==> src/rtl/imem_loader_if.sv <==
// Byte-stream input and instruction-memory write port of the boot loader.
// The stream source/memory side uses `master`; the loader uses `slave`.
interface imem_loader_if #(
  parameter int ADDR_WIDTH = 10
);
  logic                  byte_valid;
  logic [7:0]            byte_data;
  logic                  byte_ready;
  logic                  mem_we;
  logic [ADDR_WIDTH-1:0] mem_addr;
  logic [31:0]           mem_wdata;

  modport master (
    output byte_valid, byte_data,
    input  byte_ready, mem_we, mem_addr, mem_wdata
  );

  modport slave (
    input  byte_valid, byte_data,
    output byte_ready, mem_we, mem_addr, mem_wdata
  );
endinterface

==> src/rtl/imem_loader.sv <==
// Boot loader: fills instruction memory from a length-prefixed big-endian word
// stream and holds the CPU in reset until done. Optional trailing XOR checksum: IMEM_LOADER_CHECKSUM_EN.
module imem_loader #(
  parameter int ADDR_WIDTH = 10  // must not exceed 16
) (
  input  logic                clk,
  input  logic                reset,
  input  logic                reload,
  output logic                cpu_reset,
  output logic                done,
  output logic                error,
  imem_loader_if.slave        bus
);

  typedef enum logic [2:0] {
    S_CNT_HI,
    S_CNT_LO,
    S_DATA,
`ifdef IMEM_LOADER_CHECKSUM_EN
    S_CSUM,
`endif
    S_DONE,
    S_ERR
  } state_t;

  localparam logic [16:0] CAPACITY = 17'(1) << ADDR_WIDTH;

  state_t      state;
  logic [7:0]  cnt_hi;
  logic [15:0] word_total;
  logic [15:0] words_done;
  logic [23:0] assembly;
  logic [1:0]  byte_cnt;
`ifdef IMEM_LOADER_CHECKSUM_EN
  logic [7:0]  xor_sum;
`endif

  logic        take;
  logic        last_write;
  logic [16:0] count_now;

  assign take       = bus.byte_valid & bus.byte_ready;
  assign last_write = bus.mem_we && (words_done + 16'd1 == word_total);
  assign count_now  = {1'b0, cnt_hi, bus.byte_data};

  // NOTE: all state below uses non-blocking assignments so every register
  // samples pre-edge values, independent of statement order.
  always_ff @(posedge clk or negedge reset) begin
    if (!reset) begin
      state          <= S_CNT_HI;
      cnt_hi         <= '0;
      word_total     <= '0;
      words_done     <= '0;
      assembly       <= '0;
      byte_cnt       <= '0;
`ifdef IMEM_LOADER_CHECKSUM_EN
      xor_sum        <= '0;
`endif
      bus.mem_we     <= 1'b0;
      bus.mem_addr   <= '0;
      bus.mem_wdata  <= '0;
      bus.byte_ready <= 1'b1;
      cpu_reset      <= 1'b1;
      done           <= 1'b0;
      error          <= 1'b0;
    end else begin
      bus.mem_we <= 1'b0;
      if (bus.mem_we) begin
        bus.mem_addr <= bus.mem_addr + 1'b1;
        words_done   <= words_done + 16'd1;
      end

      case (state)
        S_CNT_HI: if (take) begin
          cnt_hi <= bus.byte_data;
          state  <= S_CNT_LO;
        end

        S_CNT_LO: if (take) begin
          word_total <= count_now[15:0];
          if (count_now == 17'd0) begin
`ifdef IMEM_LOADER_CHECKSUM_EN
            state <= S_CSUM;
`else
            state          <= S_DONE;
            done           <= 1'b1;
            cpu_reset      <= 1'b0;
            bus.byte_ready <= 1'b0;
`endif
          end else if (count_now > CAPACITY) begin
            state          <= S_ERR;
            error          <= 1'b1;
            bus.byte_ready <= 1'b0;
          end else begin
            state <= S_DATA;
          end
        end

        S_DATA: begin
          if (last_write) begin
`ifdef IMEM_LOADER_CHECKSUM_EN
            // A byte taken during the final write cycle is already the checksum.
            if (!take) begin
              state <= S_CSUM;
            end else if (bus.byte_data == xor_sum) begin
              state          <= S_DONE;
              done           <= 1'b1;
              cpu_reset      <= 1'b0;
              bus.byte_ready <= 1'b0;
            end else begin
              state          <= S_ERR;
              error          <= 1'b1;
              bus.byte_ready <= 1'b0;
            end
`else
            state          <= S_DONE;
            done           <= 1'b1;
            cpu_reset      <= 1'b0;
            bus.byte_ready <= 1'b0;
`endif
          end else if (take) begin
            assembly <= {assembly[15:0], bus.byte_data};
            byte_cnt <= byte_cnt + 2'd1;
`ifdef IMEM_LOADER_CHECKSUM_EN
            xor_sum  <= xor_sum ^ bus.byte_data;
`endif
            if (byte_cnt == 2'd3) begin
              bus.mem_wdata <= {assembly, bus.byte_data};
              bus.mem_we    <= 1'b1;
            end
          end
        end

`ifdef IMEM_LOADER_CHECKSUM_EN
        S_CSUM: if (take) begin
          bus.byte_ready <= 1'b0;
          if (bus.byte_data == xor_sum) begin
            state     <= S_DONE;
            done      <= 1'b1;
            cpu_reset <= 1'b0;
          end else begin
            state <= S_ERR;
            error <= 1'b1;
          end
        end
`endif

        default: if (reload) begin  // S_DONE / S_ERR
          state          <= S_CNT_HI;
          words_done     <= '0;
          word_total     <= '0;
          assembly       <= '0;
          byte_cnt       <= '0;
`ifdef IMEM_LOADER_CHECKSUM_EN
          xor_sum        <= '0;
`endif
          bus.mem_addr   <= '0;
          bus.byte_ready <= 1'b1;
          cpu_reset      <= 1'b1;
          done           <= 1'b0;
          error          <= 1'b0;
        end
      endcase
    end
  end

endmodule

==> src/flat_wrapper.sv <==
// flat-port wrapper written by rule: the top's interface ports become plain ports
module imem_loader_flat 
#(
  parameter int ADDR_WIDTH = 10                       
)
  (clk, reset, reload, cpu_reset, done, error, bus_byte_valid, bus_byte_data, bus_byte_ready, bus_mem_we, bus_mem_addr, bus_mem_wdata);
  imem_loader_if #(.ADDR_WIDTH(ADDR_WIDTH)) bus_i ();
  input  logic clk;
  input  logic reset;
  input  logic reload;
  output logic cpu_reset;
  output logic done;
  output logic error;
  input wire logic [$bits(bus_i.byte_valid)-1:0] bus_byte_valid;
  input wire logic [$bits(bus_i.byte_data)-1:0] bus_byte_data;
  output wire logic [$bits(bus_i.byte_ready)-1:0] bus_byte_ready;
  output wire logic [$bits(bus_i.mem_we)-1:0] bus_mem_we;
  output wire logic [$bits(bus_i.mem_addr)-1:0] bus_mem_addr;
  output wire logic [$bits(bus_i.mem_wdata)-1:0] bus_mem_wdata;
  assign bus_i.byte_valid = bus_byte_valid;
  assign bus_i.byte_data = bus_byte_data;
  assign bus_byte_ready = bus_i.byte_ready;
  assign bus_mem_we = bus_i.mem_we;
  assign bus_mem_addr = bus_i.mem_addr;
  assign bus_mem_wdata = bus_i.mem_wdata;
  imem_loader #(.ADDR_WIDTH(ADDR_WIDTH)) u_core (.clk(clk), .reset(reset), .reload(reload), .cpu_reset(cpu_reset), .done(done), .error(error), .bus(bus_i));
endmodule
==> config.mk <==
export PLATFORM = sky130hd
export DESIGN_NAME = imem_loader_flat
export DESIGN_NICKNAME = d
export VERILOG_FILES = /design/src/rtl/imem_loader_if.sv /design/src/rtl/imem_loader.sv /design/src/flat_wrapper.sv
export SDC_FILE = /design/constraint.sdc
export NUM_CORES = 1
export LEC_CHECK = 0
export BUFFER_PORTS_ARGS = -buffer_cell sky130_fd_sc_hd__buf_2
export CAP_MARGIN = 40
export CORE_UTILIZATION = 59
export CTS_CLUSTER_SIZE = 12
export DETAILED_ROUTE_END_ITERATION = 10
export PLACE_DENSITY = 0.8
export SYNTH_ARGS = -nofsm -noshare
export SYNTH_HDL_FRONTEND = slang
export SYNTH_SLANG_ARGS = --single-unit
==> constraint.sdc <==
create_clock -name clk -period 3 [get_ports clk]
set_input_delay 0.6 -clock clk [delete_from_list [all_inputs] [get_ports clk]]
set_output_delay 0.6 -clock clk [all_outputs]
set_load 0.03 [all_outputs]
==> run_summary.xml <==
<?xml version="1.0" encoding="UTF-8"?>
<metrics>
  <group name="run_status">
    <metric name="outcome" unit="">finished, final reports clean</metric>
  </group>
  <group name="global_route">
    <metric name="grt_start_max_net_pins" unit="">91</metric>
    <metric name="groute.usage.overall" unit="">0.283</metric>
    <metric name="first_global_vias" unit="">4215</metric>
    <metric name="grt_antenna_before_repair" unit="">0</metric>
    <metric name="grt_first_pass_wirelength" unit="µm">21000</metric>
    <metric name="grt.overflow.total" unit="">0</metric>
  </group>
  <group name="detailed_routing">
    <metric name="routed_via_density" unit="">5.90</metric>
    <metric name="drt_pre_antenna_iters" unit="">5</metric>
    <metric name="wl_per_cell" unit="µm">18.0</metric>
    <metric name="vias" unit="">4062</metric>
    <metric name="wirelength" unit="µm">12400</metric>
    <metric name="ant_nets" unit="">0</metric>
    <metric name="detail_route.iter0.violations" unit="">193</metric>
    <metric name="drc_errors" unit="">0</metric>
  </group>
  <group name="timing">
    <metric name="max_slew_headroom" unit="">0.438</metric>
    <metric name="fmax" unit="GHz">0.353</metric>
    <metric name="worst_pin_slew" unit="ns">0.840</metric>
    <metric name="clk_skew" unit="ns">0.00888</metric>
    <metric name="final.setup.tns" unit="ns">0</metric>
    <metric name="finalHoldViolations" unit="">0</metric>
    <metric name="slew_viol_final" unit="">0</metric>
    <metric name="rsz0062_at_grt" unit="">false</metric>
    <metric name="timing.final.crit_share" unit="">0.944</metric>
    <metric name="timing.final.setup_violations" unit="">0</metric>
    <metric name="min_period" unit="ns">2.83</metric>
  </group>
  <group name="synth">
    <metric name="synth.yosys.seq_area_share" unit="">0.523</metric>
    <metric name="most_area_hungry_cell_type_in_the_yosys_netlist" unit="">dfrtp_1</metric>
    <metric name="yosys.cell_count.top_type" unit="">dfrtp_1</metric>
    <metric name="synth-async-reset-ratio" unit="">1.00</metric>
    <metric name="synthDominantCellAreaShare" unit="">0.514</metric>
    <metric name="synth-edff-count" unit="">0</metric>
    <metric name="synthTopCellsByArea" unit="">dfrtp_1, mux2_4, mux2i_1, nand2_1, xor2_1</metric>
    <metric name="synth-warning-count" unit="">0</metric>
    <metric name="synth_common_cells" unit="">dfrtp_1, nand2_1, nor2_1, inv_1</metric>
    <metric name="synth.net_count" unit="">517</metric>
    <metric name="netlist-cell-type-count" unit="">50</metric>
    <metric name="synth.avg_cell_area" unit="µm²">11.1</metric>
    <metric name="ys_ff_latch" unit="">116</metric>
    <metric name="synthesis.area" unit="µm²">5550</metric>
    <metric name="ys_dominant_reg_cell" unit="">dfrtp_1</metric>
    <metric name="postSynthCellCount" unit="">502</metric>
  </group>
  <group name="setup_path">
    <metric name="cp_max_fo" unit="">33</metric>
    <metric name="critPathSlowestCell" unit="">dfrtp_2</metric>
    <metric name="worstSetupEndpointType" unit="">flip-flop</metric>
    <metric name="critPathLaunchType" unit="">flip-flop</metric>
    <metric name="critPathBufInv" unit="">1</metric>
    <metric name="cpPeakStageDelay" unit="ns">0.44</metric>
    <metric name="worst-endpoint-required" unit="ns">3.41</metric>
    <metric name="timing.critical_path.max_delay_family" unit="">simple AND/OR/NAND/NOR gates</metric>
    <metric name="critical_path.cell_chain" unit="">ha_1 -&gt; nand3_1 -&gt; or3_1 -&gt; or3_1 -&gt; nand2_1 -&gt; a2111oi_4 -&gt; a21oi_4 -&gt; buf_12 -&gt; mux2_2</metric>
    <metric name="critical_path_arrival" unit="ns">3.24</metric>
    <metric name="timing_worst_setup_path_type" unit="">flip-flop to flip-flop</metric>
    <metric name="path_common_cell" unit="">or3_1</metric>
  </group>
  <group name="power">
    <metric name="powerDensity" unit="nW/µm²">865</metric>
    <metric name="power.ir.vdd_worst" unit="mV">0.535</metric>
    <metric name="static_leakage_power" unit="nW">3.13</metric>
  </group>
  <group name="clock_network">
    <metric name="clock_tree.htree_level_count" unit="">4</metric>
    <metric name="worst_skew_pair.late_latency" unit="ns">0.53</metric>
    <metric name="clk_pin_slew" unit="ns">0.06</metric>
    <metric name="post-cts-setup-buffer-count" unit="">0</metric>
    <metric name="ctsLongestPathBuffers" unit="">2</metric>
    <metric name="clock_tree.root_cell" unit="">clkbuf_8</metric>
    <metric name="cts_inserted_buffers" unit="">17</metric>
    <metric name="cts_sinks" unit="">116</metric>
    <metric name="cts_tree" unit="">done</metric>
  </group>
  <group name="die">
    <metric name="dieHeight" unit="µm">99.0</metric>
    <metric name="core-area" unit="µm²">9200</metric>
    <metric name="floorplan.rows" unit="">35</metric>
    <metric name="initial_utilization" unit="">0.604</metric>
    <metric name="die_width" unit="µm">99.0</metric>
    <metric name="dieArea" unit="µm²">9800</metric>
    <metric name="boundaryPins" unit="">59</metric>
  </group>
  <group name="placement">
    <metric name="placed_cell_area" unit="µm²">5970</metric>
    <metric name="io_buffer_count" unit="">58</metric>
    <metric name="finalWeightedCongestion" unit="">0.881</metric>
    <metric name="detailed_place_hpwl" unit="µm">7880</metric>
  </group>
  <group name="layout">
    <metric name="finalNetCount" unit="">579</metric>
    <metric name="flow.area_growth_from_synthesis" unit="%">18.7</metric>
    <metric name="post_route_cells_drive_above_1_share" unit="">0.255</metric>
    <metric name="num_antenna_cells" unit="">0</metric>
    <metric name="layout.cell_area.non_filler" unit="µm²">6590</metric>
  </group>
  <group name="hold_path">
    <metric name="hp-class" unit="">primary input to flip-flop</metric>
  </group>
  <group name="run">
    <metric name="max_capacitance_violation_count" unit="">0</metric>
  </group>
</metrics>
==> power by group <==
part	internal [mW]	switching, mW	leakage [nW]	total [mW]
Clock	1.33	0.735	0.291	2.07
Sequential	1.91	0.340	1.57	2.25
Combinational	0.565	0.820	1.26	1.38
==> final cells by class <==
cell class | instances | area [µm²]
multi-input combinational | 330 | 2400
fill | 647 | 2610
clock inverter | 11 | 149
tap | 111 | 139
clock buffer | 21 | 459
inverter | 31 | 116
sequential | 116 | 2910
timing repair buffer | 68 | 415
==> per-layer routing <==
layer	share of wire	track usage
met5	0	0
met4	0.040	0.161
met3	0.055	0.0752
met2	0.49	0.450
met1	0.41	0.353
==> layout by cell type (no fill, tap or decap), types with 6 or more instances in the layout <==
master     instances
mux2i_1           29
a21oi_1           11
buf_4              6
mux2_4            29
xor2_1            20
xnor2_1           19
inv_1             31
o21ai_0           22
mux2_2             6
nand4_1           11
buf_2             57
dfrtp_1          113
nand2b_1           9
nand3_1           13
a22o_1            11
nor3_1             7
clkbuf_16         16
nand2_1           65
nor2_1            32
==> what timing repair did <==
action,4_1_cts,5_1_grt
endpoints found under the setup margin,0,33
endpoints found under the hold margin,26,0
hold buffers,1,0
resized for setup,0,1
==> flip-flops by register name, summed over array words and instances, names as in the netlist <==
register	flops
u_core.done	1
u_core.bus.byte_ready	1
u_core.words_done	16
u_core.error	1
u_core.word_total	16
u_core.byte_cnt	2
u_core.bus.mem_addr	10
u_core.state	3
u_core.cnt_hi	8
u_core.bus.mem_wdata	32
u_core.cpu_reset	1
u_core.assembly	24
u_core.bus.mem_we	1
==> worst paths after layout <==
path	slack, ns	start	endpoint	depth (start not counted)
min in group asynchronous	0.52	reset	u_core.bus.mem_addr[7]	2
worst min register to register	0.49	u_core.done	u_core.done	2
max in group asynchronous	1.70	reset	u_core.bus.mem_wdata[11]	3
worst max-delay path	0.17	u_core.words_done[0]	u_core.bus.mem_wdata[2]	9
worst max register to register	0.17	u_core.words_done[0]	u_core.bus.mem_wdata[2]	9
worst min-delay path	0.32	bus_byte_data[4]	u_core.bus.mem_wdata[4]	2
==> kinds of logic (layout without fill, tap and decap cells) <==
kind of cell             after synthesis  count (layout)  share of synthesized area
AO/OA/AOI/OAI                         61              61                     0.0744
XOR/XNOR                              39              39                     0.0615
adder cells (fa/ha/maj)                3               3                    0.00676
buffers and inverters                 56             131                     0.0467
flip-flops                           116             116                      0.523
multiplexers                          64              64                      0.143
AND/OR/NAND/NOR                      163             163                      0.144
==> stage by stage <==
stage          instances  setup slack, ns  hold slack [ns]  power (mW)  utilization
6_report             688            0.168            0.317        5.70        0.717
2_1_floorplan        502            0.330            0.304        3.17            -
4_1_cts              688           0.0917            0.306        5.72        0.716
5_1_grt              688           0.0621            0.312        5.99        0.717
3_3_place_gp         654            0.230            0.470        3.50        0.648
3_5_place_dp         655            0.117            0.474        3.60        0.649
Note: power is estimated with default switching activity, not from simulation.
